<file path="config.mk">
export PLATFORM = sky130hd
export DESIGN_NAME = radix4_modmul_seq_flat
export DESIGN_NICKNAME = d
export VERILOG_FILES = /design/src/rtl/kyber_pkg.sv /design/src/rtl/radix4_modmul_seq_if.sv /design/src/rtl/radix4_pp_row.sv /design/src/rtl/two_bit_multiplier.sv /design/src/rtl/radix4_modmul_seq.sv /design/src/flat_wrapper.sv
export SDC_FILE = /design/constraint.sdc
export NUM_CORES = 1
export LEC_CHECK = 0
export ABC_AREA = 1
export CAP_MARGIN = 15
export CORE_MARGIN = 2
export CORE_UTILIZATION = 50
export CTS_CLUSTER_SIZE = 16
export DETAILED_ROUTE_END_ITERATION = 8
export PLACE_DENSITY = 0.75
export SLEW_MARGIN = 25
export SYNTH_ARGS = -nofsm -noshare
export SYNTH_HDL_FRONTEND = slang
export SYNTH_SLANG_ARGS = --single-unit
</file>
<file path="constraint.sdc">
create_clock -name clk -period 6.9 [get_ports clk]
set_clock_uncertainty 0.15 [all_clocks]
set_input_delay 1.38 -clock clk [delete_from_list [all_inputs] [get_ports clk]]
set_output_delay 1.38 -clock clk [all_outputs]
set_load 0.02 [all_outputs]
</file>
<file path="src/rtl/kyber_pkg.sv">
`default_nettype none
// ============================================================================
//  Package : kyber_pkg
//  Shared constants, FSM state type and modulus-multiple helper for the
//  butterfly datapath.
//  Rev 1.0 : initial release
// ============================================================================
package kyber_pkg;

    localparam int KYBER_Q = 3329;
    localparam int COEF_W  = 12;

    typedef enum logic [1:0] {
        ST_IDLE = 2'd0,
        ST_RUN  = 2'd1,
        ST_DONE = 2'd2
    } state_e;

    // k*q evaluated at elaboration time to build the reduction comparator table
    function automatic int kq_mult(input int k, input int q);
        return k * q;
    endfunction

endpackage
`default_nettype wire

</file>
<file path="src/rtl/radix4_modmul_seq_if.sv">
`default_nettype none
// ============================================================================
//  Interface : radix4_modmul_seq_if
//  Operand (valid/ready) and result (valid/ready) channels of the sequential
//  modular multiplier.
//  Rev 1.0 : initial release
// ============================================================================
interface radix4_modmul_seq_if
    import kyber_pkg::*;
#(
    parameter int W = COEF_W
) ();

    logic         in_valid;
    logic         in_ready;
    logic [W-1:0] in_a;
    logic [W-1:0] in_b;
    logic         out_valid;
    logic         out_ready;
    logic [W-1:0] out_r;

    // Upstream/downstream side: presents operands, accepts results
    modport master (
        output in_valid, in_a, in_b, out_ready,
        input  in_ready, out_valid, out_r
    );

    // Multiplier side
    modport slave (
        input  in_valid, in_a, in_b, out_ready,
        output in_ready, out_valid, out_r
    );

endinterface
`default_nettype wire

</file>
<file path="src/rtl/radix4_pp_row.sv">
`default_nettype none
// ============================================================================
//  Module : radix4_pp_row
//  Combinational a x d for a W-bit multiplicand and one radix-4 digit d,
//  assembled from W/2 digit products with shifted adds.
//  Rev 1.0 : initial release
// ============================================================================
module radix4_pp_row #(
    parameter int W = 12
) (
    input  logic [W-1:0] a_i,
    input  logic [1:0]   d_i,
    output logic [W+1:0] p_o
);

    localparam int NDIG = W / 2;

    logic [3:0] pp_w [NDIG];

    generate
        for (genvar g = 0; g < NDIG; g++) begin : g_digit
            two_bit_multiplier u_mul (
                .a_i (a_i[2*g+1:2*g]),
                .b_i (d_i),
                .p_o (pp_w[g])
            );
        end
    endgenerate

    // Weight each digit product by 4**g and accumulate; max 3*(2**W-1) fits W+2 bits
    always_comb begin
        p_o = '0;
        for (int i = 0; i < NDIG; i++) begin
            p_o = p_o + ((W+2)'(pp_w[i]) << (2 * i));
        end
    end

endmodule
`default_nettype wire

</file>
<file path="src/rtl/two_bit_multiplier.sv">
`default_nettype none
// ============================================================================
//  Module : two_bit_multiplier
//  2-bit x 2-bit unsigned multiply producing a 4-bit digit product.
//  Rev 1.0 : initial release
// ============================================================================
module two_bit_multiplier (
    input  logic [1:0] a_i,
    input  logic [1:0] b_i,
    output logic [3:0] p_o
);

    // Product of two radix-4 digits; fits in 4 bits (max 9)
    always_comb begin
        p_o = {2'b00, a_i} * {2'b00, b_i};
    end

endmodule
`default_nettype wire

</file>
<file path="src/rtl/radix4_modmul_seq.sv">
`default_nettype none
// ============================================================================
//  Module : radix4_modmul_seq
//  Sequential (a*b) mod Q, one radix-4 digit of b per cycle, MSB first
//  (Horner), with a full reduction into 0..Q-1 after every step.
//  Rev 1.0 : initial release
// ============================================================================
module radix4_modmul_seq
    import kyber_pkg::*;
#(
    parameter int W = COEF_W,
    parameter int Q = KYBER_Q
) (
    input  logic                clk,
    input  logic                rst_n,
    radix4_modmul_seq_if.slave  bus
);

    localparam int NDIG  = W / 2;
    localparam int CNT_W = $clog2(NDIG);

    state_e         state_q, state_d;
    logic [W-1:0]   a_q, b_q, acc_q, out_r_q;
    logic [CNT_W-1:0] cnt_q;

    logic           accept_w, last_w;
    logic [1:0]     digit_w;
    logic [W+1:0]   pp_w;
    logic [W+2:0]   s_w;
    logic [W+2:0]   kq_w [8];
    logic [W-1:0]   sub_w, red_w;

    // Current digit of b, selected by the down-counting digit index
    assign digit_w = 2'(b_q >> {cnt_q, 1'b0});

    radix4_pp_row #(.W(W)) u_pp_row (
        .a_i (a_q),
        .d_i (digit_w),
        .p_o (pp_w)
    );

    // Horner step: 4*acc + a*d; acc < Q keeps this below 8*Q
    assign s_w = {1'b0, acc_q, 2'b00} + {1'b0, pp_w};

    // Multiples 0..7 of Q used as reduction thresholds
    generate
        for (genvar k = 0; k < 8; k++) begin : g_kq
            assign kq_w[k] = (W+3)'(kq_mult(k, Q));
        end
    endgenerate

    // Pick the largest k*Q not exceeding s; the thresholds ascend so the last hit wins.
    // Only the low W bits of the difference matter because the true result is < Q < 2**W.
    always_comb begin
        sub_w = '0;
        for (int k = 0; k < 8; k++) begin
            if (s_w >= kq_w[k]) begin
                sub_w = kq_w[k][W-1:0];
            end
        end
        red_w = s_w[W-1:0] - sub_w;
    end

    // FSM state register
    always_ff @(posedge clk or negedge rst_n) begin
        if (!rst_n) begin
            state_q <= ST_IDLE;
        end else begin
            state_q <= state_d;
        end
    end

    // Next-state decode and handshake outputs
    always_comb begin
        state_d       = state_q;
        accept_w      = 1'b0;
        last_w        = 1'b0;
        bus.in_ready  = 1'b0;
        bus.out_valid = 1'b0;
        case (state_q)
            ST_IDLE: begin
                bus.in_ready = 1'b1;
                if (bus.in_valid) begin
                    accept_w = 1'b1;
                    state_d  = ST_RUN;
                end
            end
            ST_RUN: begin
                if (cnt_q == '0) begin
                    last_w  = 1'b1;
                    state_d = ST_DONE;
                end
            end
            ST_DONE: begin
                bus.out_valid = 1'b1;
                if (bus.out_ready) begin
                    state_d = ST_IDLE;
                end
            end
            default: state_d = ST_IDLE;
        endcase
    end

    // Operand capture, accumulator/digit counter update and result register
    always_ff @(posedge clk or negedge rst_n) begin
        if (!rst_n) begin
            a_q     <= '0;
            b_q     <= '0;
            acc_q   <= '0;
            cnt_q   <= '0;
            out_r_q <= '0;
        end else if (accept_w) begin
            a_q   <= bus.in_a;
            b_q   <= bus.in_b;
            acc_q <= '0;
            cnt_q <= CNT_W'(NDIG - 1);
        end else if (state_q == ST_RUN) begin
            acc_q <= red_w;
            cnt_q <= cnt_q - 1'b1;
            if (last_w) begin
                out_r_q <= red_w;
            end
        end
    end

    assign bus.out_r = out_r_q;

endmodule
`default_nettype wire

</file>
<file path="src/flat_wrapper.sv">
// flat-port wrapper written by rule: the top's interface ports become plain ports
module radix4_modmul_seq_flat import kyber_pkg::*;
#(
    parameter int W = COEF_W,
    parameter int Q = KYBER_Q
)
  (clk, rst_n, bus_in_valid, bus_in_a, bus_in_b, bus_out_ready, bus_in_ready, bus_out_valid, bus_out_r);
  radix4_modmul_seq_if #(.W(W)) bus_i ();
  input  logic clk;
  input  logic rst_n;
  input wire logic [$bits(bus_i.in_valid)-1:0] bus_in_valid;
  input wire logic [$bits(bus_i.in_a)-1:0] bus_in_a;
  input wire logic [$bits(bus_i.in_b)-1:0] bus_in_b;
  input wire logic [$bits(bus_i.out_ready)-1:0] bus_out_ready;
  output wire logic [$bits(bus_i.in_ready)-1:0] bus_in_ready;
  output wire logic [$bits(bus_i.out_valid)-1:0] bus_out_valid;
  output wire logic [$bits(bus_i.out_r)-1:0] bus_out_r;
  assign bus_i.in_valid = bus_in_valid;
  assign bus_i.in_a = bus_in_a;
  assign bus_i.in_b = bus_in_b;
  assign bus_i.out_ready = bus_out_ready;
  assign bus_in_ready = bus_i.in_ready;
  assign bus_out_valid = bus_i.out_valid;
  assign bus_out_r = bus_i.out_r;
  radix4_modmul_seq #(.W(W), .Q(Q)) u_core (.clk(clk), .rst_n(rst_n), .bus(bus_i));
endmodule
</file>
==> results of run 1 <==
## critical path: cells and delay by family (launching register included)
family	cells	cell delay [ps]
AOI/OAI and AO/OA	8	1040
xor gates and xnor gates	1	90
adders and majority gates	7	2220
buffers and inverters	7	610
DFF	1	470
and+or+nand+nor	28	2670
## flip-flops by register name, summed over array words and instances (netlist names)
signal / flops
u_core.cnt_q: 3
u_core.a_q: 12
u_core.state_q: 2
u_core.acc_q: 12
u_core.b_q: 12
u_core.bus.out_r: 12
## synth_stat cells (all sizes together) (3+ instances only)
master  instances
xnor2           8
a31oi           3
nand3b          3
a21oi          14
nor3            8
ha             52
nand3          36
nor2           59
nand2         201
o21ai          49
xor2           10
dfrtp          53
clkbuf          9
o22ai           3
fa              5
inv            91
nand4          11
## cells by family (layout without fill, tap and decap cells)
| group | after synthesis | in the layout |
|---|---|---|
| flops | 53 | 53 |
| xor+xnor | 18 | 18 |
| compound gates | 76 | 76 |
| simple gates | 319 | 319 |
| buf+inv | 102 | 203 |
| fa+ha+maj | 57 | 57 |
## path summary, 6_finish.rpt
| path | end | slack, ps | cells after the start |
|---|---|---|---|
| worst max register to register | u_core.acc_q[11] | -500 | 51 |
| min in group asynchronous | u_core.b_q[5] | 940 | 1 |
| worst min register to register | u_core.bus.out_r[11] | 340 | 2 |
| worst max-delay path | u_core.acc_q[11] | -500 | 51 |
| max in group asynchronous | u_core.cnt_q[0] | 5190 | 1 |
| worst min-delay path | u_core.bus.out_r[11] | 340 | 2 |
## per-stage QoR
step | std cells | area, um^2
6_report | 834 | 6150
5_1_grt | 834 | 6150
4_1_cts | 825 | 5750
3_5_place_dp | 807 | 5350
3_3_place_gp | 807 | 5350
2_1_floorplan | 625 | 4540
## routing by layer
layer	vias up	wire length [um]	global-route usage [%]
met5	-	0	0
met4	0	363	7.17
met3	34	463	3.40
met2	122	6200	43.5
met1	2120	5550	32.6
li1	2195	-	-
## area by class of cell
class,instances,share of cell area [%]
timing repair buffer,104,14.9
inverter,91,5.68
sequential,53,21.6
clock inverter,3,0.793
clock buffer,5,1.12
multi-input combinational,470,53.7
tap,108,2.20
## what timing repair did
action | in CTS | in global routing
gates cloned | 0 | 0
buffers inserted | 12 | 10
gates resized for setup | 43 | 84
endpoints found under the setup margin | 20 | 22
pin swaps | 42 | 62
endpoints found under the hold margin | 0 | 0
==> flow_metrics.env, run 1 <==
export IMPL_startpoint="u_core.cnt_q[0]"
export IMPL_period_share_pct=107
export IMPL_clock_path_buffers=2
export IMPL_seqCellArea_um2=1330
export IMPL_fp_dieH_um=98.5
export IMPL_grt_max_degree=54
export IMPL_numClockSinks=53
export IMPL_antenna_found_initial=0
export IMPL_layout_commonest_cell="nand2_1"
export IMPL_route_detailed_drc=0
export IMPL_synth_mux_area_share_pct=0
export IMPL_antenna_left=0
export IMPL_synthTopCellsByArea="dfrtp_1, nand2_1, ha_1, inv_1, o21ai_0"
export IMPL_htree_num_levels=2
export IMPL_violations="setup timing"
export IMPL_track_usage_pct=25.0
export IMPL_die_x_um=98.5
export IMPL_core_area_um2=8680
export IMPL_whs_ps=342
export IMPL_wl_per_cell_um=15.1
export IMPL_final_setup_viol_count=20
export IMPL_finalWirelength_um=12600
export IMPL_rows=34
export IMPL_drt_iter0_markers=208
export IMPL_grt_first_pass_wirelength_um=20000
export IMPL_period_minus_slack_ps=7400
export IMPL_cp_required_ps=6950
export IMPL_drive_gt1_share_pct=30.0
export IMPL_worstSkewPairLatency_ps=320
export IMPL_crit_type="reg -> reg"
export IMPL_synth_top_family_by_area="simple AND/OR/NAND/NOR gates"
export IMPL_diodes=0
export IMPL_finalHoldViolations=0
export IMPL_dpl_worst_slack_ps=-412
export IMPL_hp_class="reg -> reg"
export IMPL_worst_slew_pin_slew_ps=789
export IMPL_vias_per_cell=5.36
export IMPL_max_slew_margin_pct=47.2
export IMPL_synthArstFlopShare_pct=100
export IMPL_root_buffer="clkbuf_8"
export IMPL_final_nets=810
export IMPL_multi_input_area_um2=3300
export IMPL_finish_utilization_pct=70.9
export IMPL_worst_path_max_delay_cell="fa_1"
export IMPL_synth_fa_ha_area_share_pct=16.8
export IMPL_synth_xor_area_share_pct=3.53
export IMPL_path_common_cell="nand2_2"
export IMPL_ys_seq_area_share_pct=29.7
export IMPL_dp_hpwl_um=8550
export IMPL_rsz0062_at_grt="true"
export IMPL_max_stage_delay_ps=490
export IMPL_synth_area_um2=4460
export IMPL_syn_num_nets=710
export IMPL_path_clk_slew_ps=110
export IMPL_first_pass_iters=4
export IMPL_ys_types=38
export IMPL_start_util_pct=51.4
export IMPL_cts_hold_buf=0
export IMPL_path_max_fanout=6
export IMPL_hold_start="u_core.bus.out_r[11]"
export IMPL_synth_edf_count=0
export IMPL_nFillCells=662
export IMPL_cp_arrival_ps=7450
export IMPL_setup_slack_ps=-499
export IMPL_vias=4471
export IMPL_synth_area_leader_cell="dfrtp_1"
export IMPL_drv_slew=0
export IMPL_start_kind="register"
export IMPL_grt_pass1_vias=4478
export IMPL_numCtsBuffers=5
export IMPL_tns_ps=-6020
export IMPL_port_buffers=41
export IMPL_synth_seq_cells=53
export IMPL_synth_compound_area_share_pct=9.62
export IMPL_io_pins=42
export IMPL_syn_area_per_cell_um2=7.14
export IMPL_cts_tree="yes"
export IMPL_grt_ovfl_total=0
export IMPL_cp_end_kind="register"
export IMPL_yosysWarnings=0
export IMPL_dieArea_um2=9700
export IMPL_areaGrowthSynthToFinish_pct=37.9
export IMPL_r2r_start="u_core.cnt_q[0]"
export IMPL_yosys_most_used_dff="dfrtp_1"
export IMPL_maxCapViolCount=0
export IMPL_gp_congestion=0.867
export IMPL_yosys_area_share_simple_pct=31.7
export IMPL_fmax_mhz=135
export IMPL_most_common_layout_cells="nand2_1, inv_1, buf_4, dfrtp_1"
export IMPL_postSynthCellCount=625
export IMPL_synth_top_area_share_pct=29.7
export IMPL_status="finished, violations left"
Power of run 1 is left out: the tool's default activity adds up to more than one toggle a clock period on the data nets, which glitch-free logic cannot reach.
==> run 2, diff against run 1 <==
--- a/config.mk
+++ b/config.mk
@@ -6,12 +6,13 @@
 export NUM_CORES = 1
 export LEC_CHECK = 0
 export ABC_AREA = 1
+export ABC_CLOCK_PERIOD_IN_PS = 8200
 export CAP_MARGIN = 15
 export CORE_MARGIN = 2
 export CORE_UTILIZATION = 50
 export CTS_CLUSTER_SIZE = 16
 export DETAILED_ROUTE_END_ITERATION = 8
-export PLACE_DENSITY = 0.75
+export PLACE_DENSITY = 0.72
 export SLEW_MARGIN = 25
 export SYNTH_ARGS = -nofsm -noshare
 export SYNTH_HDL_FRONTEND = slang
==> constraint.sdc (replaced) <==
create_clock -name clk -period 8.2 [get_ports clk]
set_clock_uncertainty 0.15 [all_clocks]
set_input_delay 1.64 -clock clk [delete_from_list [all_inputs] [get_ports clk]]
set_output_delay 1.64 -clock clk [all_outputs]
set_load 0.02 [all_outputs]
==> flow_metrics.env, run 2 (synthesis results as in run 1) <==
export IMPL_antenna_found_initial=0
export IMPL_die_x_um=98.5
export IMPL_cts_tree="yes"
export IMPL_max_stage_delay_ps=480
export IMPL_crit_type="reg -> reg"
export IMPL_start_util_pct=51.4
export IMPL_grt_max_degree=54
export IMPL_io_pins=42
export IMPL_first_pass_iters=4
export IMPL_worst_slew_pin_slew_ps=779
export IMPL_final_setup_viol_count=0
export IMPL_finalHoldViolations=0
export IMPL_vias=4116
export IMPL_grt_ovfl_total=0
export IMPL_fp_dieH_um=98.5
export IMPL_drive_gt1_share_pct=10.9
export IMPL_period_share_pct=92.5
export IMPL_path_max_fanout=8
export IMPL_start_kind="register"
export IMPL_status="completed"
export IMPL_clock_path_buffers=2
export IMPL_diodes=0
export IMPL_finalWirelength_um=10100
export IMPL_path_clk_slew_ps=100
export IMPL_numClockSinks=53
export IMPL_root_buffer="clkbuf_8"
export IMPL_gp_congestion=0.898
export IMPL_layout_commonest_cell="nand2_1"
export IMPL_htree_num_levels=2
export IMPL_vias_per_cell=5.28
export IMPL_period_minus_slack_ps=7580
export IMPL_core_area_um2=8680
export IMPL_worst_path_max_delay_cell="dfrtp_2"
export IMPL_most_common_layout_cells="nand2_1, inv_1, dfrtp_1, ha_1, nor2_1"
export IMPL_cp_arrival_ps=7690
export IMPL_regToRegSetupSlack_ps=620
export IMPL_grt_pass1_vias=4020
export IMPL_final_nets=755
export IMPL_maxCapViolCount=0
export IMPL_max_slew_margin_pct=47.9
export IMPL_rows=34
export IMPL_wl_per_cell_um=12.9
export IMPL_track_usage_pct=22.2
export IMPL_cp_required_ps=8310
export IMPL_worstSkewPairLatency_ps=320
export IMPL_dp_hpwl_um=7980
export IMPL_antenna_left=0
export IMPL_tns_ps=0
export IMPL_rsz0062_at_grt="true"
export IMPL_cp_end_kind="register"
export IMPL_numCtsBuffers=5
export IMPL_port_buffers=41
export IMPL_grt_first_pass_wirelength_um=18000
export IMPL_drv_slew=0
export IMPL_fmax_mhz=132
export IMPL_hp_class="reg -> reg"
export IMPL_drt_iter0_markers=182
export IMPL_nFillCells=816
export IMPL_areaGrowthSynthToFinish_pct=16.3
export IMPL_dieArea_um2=9700
export IMPL_route_detailed_drc=0
run 2: changes by cell type in the layout (fill, tap and decap cells not counted), sizes merged:
cell | before | now
clkbuf | 5 | 6
buf | 64 | 9
clkinvlp | 1 | 0
run 2: stage by stage:
stage	hold slack (ps)	utilization [%]	setup slack [ps]	cell area, um^2	cells
after detailed placement	320	57.4	120	4980	766
after floorplan	294	-	594	4460	625
after global placement	317	57.4	401	4980	766
final	339	59.8	616	5190	779
after CTS	346	58.7	88.9	5090	774
after global routing	376	59.8	-44.6	5190	779
run 2: worst max-delay path: cells and delay by family, from the launching register on:
kind	cells	cell delay, ps
XOR/XNOR	3	540
AO/OA/AOI/OAI	10	1470
AND/OR/NAND/NOR	17	1520
buffers and inverters	4	450
flip-flops	1	480
adder cells (fa/ha/maj)	10	2950
run 2: final cells by class:
type	instances	area, um^2	area share [%]
clock buffer	6	72.6	1.40
clock inverter	2	38.8	0.747
sequential	53	1330	25.6
multi-input combinational	470	2810	54.1
timing repair buffer	49	465	8.97
tap	108	135	2.60
inverter	91	344	6.63
run 2: per-layer routing:
layer | routed length [um] | global-route usage [%] | up-vias | part of all wire (%)
li1 | - | - | 2092 | -
met1 | 4850 | 30.7 | 1939 | 48
met2 | 4660 | 37.3 | 74 | 46
met3 | 485 | 4.11 | 11 | 4.8
met4 | 87 | 3.48 | 0 | 0.86
met5 | 0 | 0 | - | 0
run 2: what timing repair did:
item,4_1_cts,5_1_grt
setup buffers,0,5
setup endpoints to repair,0,19
endpoints found under the hold margin,0,0
hold buffers,0,0
gates resized for setup,0,17
run 2: worst paths after layout:
kind / start / end / cells past startpoint
setup / recovery: u_core.cnt_q[0] / u_core.bus.out_r[10] / 44
hold / removal: u_core.b_q[6] / u_core.b_q[6] / 2
setup reg to reg: u_core.cnt_q[0] / u_core.bus.out_r[10] / 44
hold reg to reg: u_core.b_q[6] / u_core.b_q[6] / 2
max in group asynchronous: rst_n / u_core.cnt_q[0] / 2
min in group asynchronous: rst_n / u_core.b_q[4] / 2
Power of run 2 is left out for the same reason.
